File: config.mk
export PLATFORM = sky130hd
export DESIGN_NAME = led_duel_engine
export DESIGN_NICKNAME = d
export VERILOG_FILES = /design/src/rtl/led_duel_engine.sv
export SDC_FILE = /design/constraint.sdc
export NUM_CORES = 1
export LEC_CHECK = 0
export ABC_AREA = 1
export BUFFER_PORTS_ARGS = -buffer_cell sky130_fd_sc_hd__buf_4
export CORE_ASPECT_RATIO = 1.75
export CORE_MARGIN = 2
export CORE_UTILIZATION = 55
export CTS_BUF_LIST = sky130_fd_sc_hd__clkbuf_16
export CTS_CLUSTER_SIZE = 28
export DETAILED_ROUTE_END_ITERATION = 10
export GPL_ROUTABILITY_DRIVEN = 0
export GPL_TIMING_DRIVEN = 0
export MAX_ROUTING_LAYER = met4
export PLACE_DENSITY = 0.74
export SLEW_MARGIN = 40
export SYNTH_ARGS = -nofsm -noshare
export SYNTH_HDL_FRONTEND = slang
export SYNTH_SLANG_ARGS = --single-unit
File: constraint.sdc
create_clock -name clk27 -period 2.9 [get_ports clk27]
set_clock_uncertainty 0.2 [all_clocks]
set_input_delay 0.435 -clock clk27 [delete_from_list [all_inputs] [get_ports clk27]]
set_output_delay 0.435 -clock clk27 [all_outputs]
set_load 0.05 [all_outputs]
File: src/rtl/led_duel_engine.sv
// led_duel_engine: two-player LED duel with countdown, shots, lives.
// Ports: clk27/rst, start/fire1/fire2 pulses; led bar, lives, count, state, winner.
module led_duel_engine #(
  parameter int N_LED     = 16,
  parameter int LIVES     = 3,
  parameter int COUNT_LEN = 3,
  parameter int SEC_DIV   = 8,
  parameter int STEP_DIV  = 4,
  parameter int COOLDOWN  = 2
) (
  input  logic             clk27,
  input  logic             rst,
  input  logic             start,
  input  logic             fire1,
  input  logic             fire2,
  output logic [N_LED-1:0] led,
  output logic [3:0]       lives1,
  output logic [3:0]       lives2,
  output logic [3:0]       count,
  output logic [1:0]       state,
  output logic [1:0]       winner
);

  typedef enum logic [1:0] {
    IDLE   = 2'd0,
    CDOWN  = 2'd1,
    BATTLE = 2'd2,
    OVER   = 2'd3
  } st_t;

  localparam int SW  = $clog2(SEC_DIV);
  localparam int PW  = (STEP_DIV > 1) ?
                       $clog2(STEP_DIV) : 1;
  localparam logic [SW-1:0] SEC_LAST =
    SW'(SEC_DIV - 1);
  localparam logic [SW-1:0] SEC_HALF =
    SW'(SEC_DIV / 2);
  localparam logic [PW-1:0] STEP_LAST =
    PW'(STEP_DIV - 1);
  localparam logic [N_LED-1:0] ONES = '1;
  localparam logic [N_LED-1:0] UPPER =
    ONES << (N_LED / 2);
  localparam logic [N_LED-1:0] LOWER =
    ONES >> (N_LED / 2);

  st_t              st_q, st_n;
  logic [N_LED-1:0] led_q, led_n;
  logic [3:0]       l1_q, l1_n;
  logic [3:0]       l2_q, l2_n;
  logic [3:0]       cnt_q, cnt_n;
  logic [1:0]       win_q, win_n;
  logic [SW-1:0]    sec_q, sec_n;
  logic [PW-1:0]    step_q, step_n;
  logic [N_LED-1:0] s1_q, s1_n;
  logic [N_LED-1:0] s2_q, s2_n;
  logic             p1_q, p1_n;
  logic             p2_q, p2_n;
  logic [3:0]       cd1_q, cd1_n;
  logic [3:0]       cd2_q, cd2_n;

  logic             go;
  logic             tick;
  logic             acc1, acc2;
  logic             hit1, hit2;
  logic [N_LED-1:0] sh1, sh2, xm, hd;

  always_ff @(posedge clk27 or posedge rst) begin
    if (rst) begin
      st_q   <= IDLE;
      led_q  <= ONES;
      l1_q   <= 4'(LIVES);
      l2_q   <= 4'(LIVES);
      cnt_q  <= 4'd0;
      win_q  <= 2'd0;
      sec_q  <= '0;
      step_q <= '0;
      s1_q   <= '0;
      s2_q   <= '0;
      p1_q   <= 1'b0;
      p2_q   <= 1'b0;
      cd1_q  <= 4'd0;
      cd2_q  <= 4'd0;
    end else begin
      st_q   <= st_n;
      led_q  <= led_n;
      l1_q   <= l1_n;
      l2_q   <= l2_n;
      cnt_q  <= cnt_n;
      win_q  <= win_n;
      sec_q  <= sec_n;
      step_q <= step_n;
      s1_q   <= s1_n;
      s2_q   <= s2_n;
      p1_q   <= p1_n;
      p2_q   <= p2_n;
      cd1_q  <= cd1_n;
      cd2_q  <= cd2_n;
    end
  end

  always_comb begin
    st_n   = st_q;
    led_n  = led_q;
    l1_n   = l1_q;
    l2_n   = l2_q;
    cnt_n  = cnt_q;
    win_n  = win_q;
    sec_n  = sec_q;
    step_n = step_q;
    s1_n   = s1_q;
    s2_n   = s2_q;
    p1_n   = p1_q;
    p2_n   = p2_q;
    cd1_n  = cd1_q;
    cd2_n  = cd2_q;
    go     = 1'b0;
    tick   = 1'b0;
    acc1   = 1'b0;
    acc2   = 1'b0;
    hit1   = 1'b0;
    hit2   = 1'b0;
    sh1    = '0;
    sh2    = '0;
    xm     = '0;
    hd     = '0;

    unique case (st_q)
      IDLE: go = start;
      CDOWN: begin
        if (sec_q == SEC_LAST) begin
          sec_n = '0;
          if (cnt_q == 4'd1) begin
            st_n   = BATTLE;
            cnt_n  = 4'd0;
            step_n = '0;
          end else begin
            cnt_n = cnt_q - 4'd1;
          end
        end else begin
          sec_n = sec_q + SW'(1);
        end
      end
      BATTLE: begin
        tick   = (step_q == STEP_LAST);
        step_n = tick ? '0 : step_q + PW'(1);
        acc1   = fire1 && (cd1_q == 4'd0);
        acc2   = fire2 && (cd2_q == 4'd0);
        if (tick) begin
          hit2 = s1_q[0];
          hit1 = s2_q[N_LED-1];
          sh1  = s1_q >> 1;
          sh2  = s2_q << 1;
          hd   = sh1 & sh2;
          // shots that swap neighbours this step
          xm   = sh1 & s2_q;
          s1_n = sh1 & ~hd & ~xm;
          s2_n = sh2 & ~hd & ~(xm << 1);
          if (p1_q) begin
            s1_n[N_LED-1] = 1'b1;
            p1_n  = 1'b0;
            cd1_n = 4'(COOLDOWN);
          end else if (cd1_q != 4'd0) begin
            cd1_n = cd1_q - 4'd1;
          end
          if (p2_q) begin
            s2_n[0] = 1'b1;
            p2_n  = 1'b0;
            cd2_n = 4'(COOLDOWN);
          end else if (cd2_q != 4'd0) begin
            cd2_n = cd2_q - 4'd1;
          end
          if (hit1 && l1_q != 4'd0)
            l1_n = l1_q - 4'd1;
          if (hit2 && l2_q != 4'd0)
            l2_n = l2_q - 4'd1;
          if (l1_n == 4'd0 || l2_n == 4'd0) begin
            st_n  = OVER;
            win_n = {l1_n == 4'd0,
                     l2_n == 4'd0};
          end
        end
        // a pulse landing on the injecting
        // tick merges with that injection
        if (acc1 && !(tick && p1_q))
          p1_n = 1'b1;
        if (acc2 && !(tick && p2_q))
          p2_n = 1'b1;
      end
      OVER: go = start;
    endcase

    if (go) begin
      st_n   = CDOWN;
      cnt_n  = 4'(COUNT_LEN);
      sec_n  = '0;
      step_n = '0;
      l1_n   = 4'(LIVES);
      l2_n   = 4'(LIVES);
      win_n  = 2'd0;
      s1_n   = '0;
      s2_n   = '0;
      p1_n   = 1'b0;
      p2_n   = 1'b0;
      cd1_n  = 4'd0;
      cd2_n  = 4'd0;
    end

    unique case (st_n)
      IDLE:   led_n = ONES;
      CDOWN:  led_n = (sec_n < SEC_HALF) ?
                      ONES : '0;
      BATTLE: led_n = s1_n | s2_n;
      OVER: begin
        unique case (win_n)
          2'd1:    led_n = UPPER;
          2'd2:    led_n = LOWER;
          2'd3:    led_n = ONES;
          default: led_n = '0;
        endcase
      end
    endcase
  end

  assign led    = led_q;
  assign lives1 = l1_q;
  assign lives2 = l2_q;
  assign count  = cnt_q;
  assign state  = st_q;
  assign winner = win_q;

endmodule

==> impl_results.md <==
* Drt drc at 0
* Worst-path cell chain: inv_1, ha_1, nand2_2, clkbuf_1, o21ai_0, a21oi_2, nand4_2, nand3_1
* Syn_area_per_cell at 8.78 um^2
* Global Route Usage Sum at 25.5%
* Clock sink count at 79
* DR vias/cell at 5.57
* DR vias at 3524
* Max Cap Viol at 0
* Post-Syn Area at 4310 um^2
* Cells after synthesis at 491
* Drt initial violations at 289
* Core footprint at 7570 um^2
* Die Height at 121 um
* Hold Violations, Final at 0
* Status: finished, final reports clean
* Setup TNS at 0 ns
* Post-DP HPWL at 7310 um
* Pleak at 0.00249 uW
* Fillcell total at 622
* Top_reg_cell synth: dfrtp_1
* Syn nets at 510
* Power density over the cells at 1130 nW/um^2
* Worst reg2reg startpoint: state[0]$_DFF_PP0_
* Most common cell after layout, fill and taps aside: inv_1
* Multiplexer share of the synthesized area at 0%
* Share of layout cells above drive strength 1 at 23.5%
* Leading area contributor after synthesis: dfrtp_1
* CP Launch Type: flop
* # setup viols final at 0
* Initial DRT Pass Iterations at 4
* Critical hold path startpoint: s2_q[8]$_DFF_PP0_
* Detail Route Antenna Nets at 0
* Overflow after GRT at 0
* CTS tree: built
* Max Root-Sink Buffers at 2
* Die X-Extent at 70.9 um
* Tcrit/Tclk final at 89.6%
* Simple-gate share of the synthesized area at 25.3%
* Vias in the first global route at 3658
* Critical path type: flop to flop
* Commonest cells after routing, fill and taps aside: 81 x inv_1, 66 x nand3_1, 59 x dfrtp_1
* Rows at 42
* Final nets at 559
* Fmax at 385 MHz
* #FFs+latches synth at 79
* Worst hold path class: flop to flop
* Setup Buffers After CTS at 0
* Area occupied by multi-input gates at 1850 um^2
* CP max-delay cell: clkbuf_1
* Min Tclk post-route at 2.60 ns
* Post-Synth Adder-Cell Area at 4.06%
* Overall Power at 5710 uW
* Crit end category: flop
* DR WL/cell at 15.6 um
* Netlist cell types at 44
* Root buffer cell: clkbuf_16
* Worst-Margin Slew at 0.518 ns
* Total wire length at 9870 um
* Initial antenna violation count at 0
* GRT met3 Usage at 4.90%
* Slowest stage delay, CP at 0.41 ns
* I/O pins at 37
* Share of the synthesized area in the top cell type at 34.3%
* Register area at 2000 um^2
* Compound-gate portion of the synthesized area at 13.2%
* Top post-synthesis cells by area: dfrtp_1 34%, dfstp_2 12%, nand3_1 7.7%, inv_1 7.1%, nand2_1 4.8%
* Met2 Track Usage GR at 44.5%
* Clk slew on worst S/H paths at 0.06 ns
* Synth Area in XOR/XNOR at 0.406%
* CP Data Arrival Time at 2.67 ns
* R2r setup slk at 0.30 ns
* Ys async rst share at 100%
* First-pass GRT wire length at 16600 um
* Largest family of logic cells by synthesized area: simple AND/OR/NAND/NOR gates
* Initial Utilization at 57.0%
* Area growth from synthesis to layout at 17.6%
* Number of synthesized flops with an enable pin at 0
* Yosys warns at 0
* Slew Limit Headroom at 65.1%
* Antenna cells at 0
* Worst skew pair latency at 0.34 ns
* Seq/Total Area, Yosys at 46.4%
* Worst-path fanout max at 10
* Largest net degree at the start of global routing at 56
* Worst-case vdd ir drop at 987 uV
* H-tree Lvls at 3
* M1 GR Usage at 27.1%
* Number of buffers created by CTS at 9
* Die Area at 8590 um^2
* IO buf count at 36
* GRT busiest layer: met2
* Max Slew Vio Count at 0
* Crit path from: state[0]$_DFF_PP0_
* Worst EP required at 2.97 ns
* RSZ-0062 raised after global routing: no
## path summary, 6_finish.rpt
check | endpoint | cells past startpoint
worst min-delay path | s2_q[8]$_DFF_PP0_ | 2
worst min register to register | s2_q[8]$_DFF_PP0_ | 2
max in group asynchronous | led[8]$_DFF_PP1_ | 4
worst max register to register | led[13]$_DFF_PP1_ | 8
worst max-delay path | led[13]$_DFF_PP1_ | 8
min in group asynchronous | cd2_q[2]$_DFFE_PP0P_ | 3
## where the power goes
part / leakage, uW / total, uW / switching, uW / internal (uW)
clock network: 0.000167 / 1240 / 461 / 774
logic: 0.00132 / 2850 / 1990 / 860
registers: 0.00100 / 1630 / 136 / 1490
total: 0.00249 / 5710 / 2580 / 3120
## synth_stat cells, types with 3 or more instances
| library cell | n |
|---|---|
| inv_1 | 82 |
| nand3_1 | 66 |
| dfrtp_1 | 59 |
| nand2_1 | 55 |
| o21ai_0 | 28 |
| nor2_1 | 26 |
| a21oi_1 | 20 |
| dfstp_2 | 20 |
| ha_1 | 14 |
| o22ai_1 | 13 |
| or2_1 | 12 |
| buf_6 | 7 |
| nor4_1 | 7 |
| buf_2 | 6 |
| nand2_4 | 6 |
| nand4_1 | 6 |
| nor3_1 | 6 |
| inv_2 | 5 |
| nand2_2 | 5 |
| nor2_2 | 5 |
| a21oi_2 | 4 |
| o21bai_1 | 4 |
| a22oi_1 | 3 |
| a32oi_1 | 3 |
| nor4_2 | 3 |
| o41ai_4 | 3 |
| or2_2 | 3 |
## area by class of cell
cell class,count,area share [%]
flip-flops and latches,79,39.5
multi-input cells,308,36.6
inverters,89,6.69
repair buffers,38,6.07
clock buffers,11,5.43
plain buffers,15,2.37
well taps,88,2.17
clock inverters,5,1.16
## logic make-up after synthesis
logic type,Yosys count
AOI/OAI and AO/OA,84
xor gates and xnor gates,2
adders and majority gates,14
buffers and inverters,104
DFF,79
and+or+nand+nor,208
## critical path: cells and delay by family (launching register included)
family          cells  cell delay [ns]
compound gates      2             0.42
flops               1             0.40
fa+ha+maj           1             0.36
simple gates        3             0.62
buf+inv             2             0.53
## state kept, by name, summed over array words and instances (netlist names)
name / flops
cd1_q: 4
cd2_q: 4
count: 4
led: 16
lives1: 4
lives2: 4
p1_q: 1
p2_q: 1
s1_q: 16
s2_q: 16
sec_q: 3
state: 2
step_q: 2
winner: 2
## per-layer routing
layer	part of all wire, %	up-vias	routed length [um]
li1	-	1731	-
met1	38	1697	3750
met2	56	69	5500
met3	2.8	27	274
met4	3.5	0	349
met5	0	-	0
## timing repair
item,CTS,global route
hold endpoints to repair,23,0
gates resized for setup,0,0
hold buffers,1,0
setup endpoints to repair,0,0
## per-stage QoR
| step | worst slack, ns | instance area [um^2] | utilization [%] | hold slack (ns) | instances |
|---|---|---|---|---|---|
| 6_report | 0.302 | 5070 | 67.0 | 0.286 | 633 |
| 5_1_grt | 0.123 | 5070 | 67.0 | 0.314 | 633 |
| 4_1_cts | 0.331 | 5070 | 67.0 | 0.289 | 633 |
| 3_5_place_dp | 0.374 | 4720 | 62.4 | 0.205 | 616 |
| 3_3_place_gp | -0.611 | 4690 | 62.0 | 0.266 | 615 |
| 2_1_floorplan | 0.275 | 4310 | - | 0.254 | 491 |
Power figures use the tool's default switching activity.
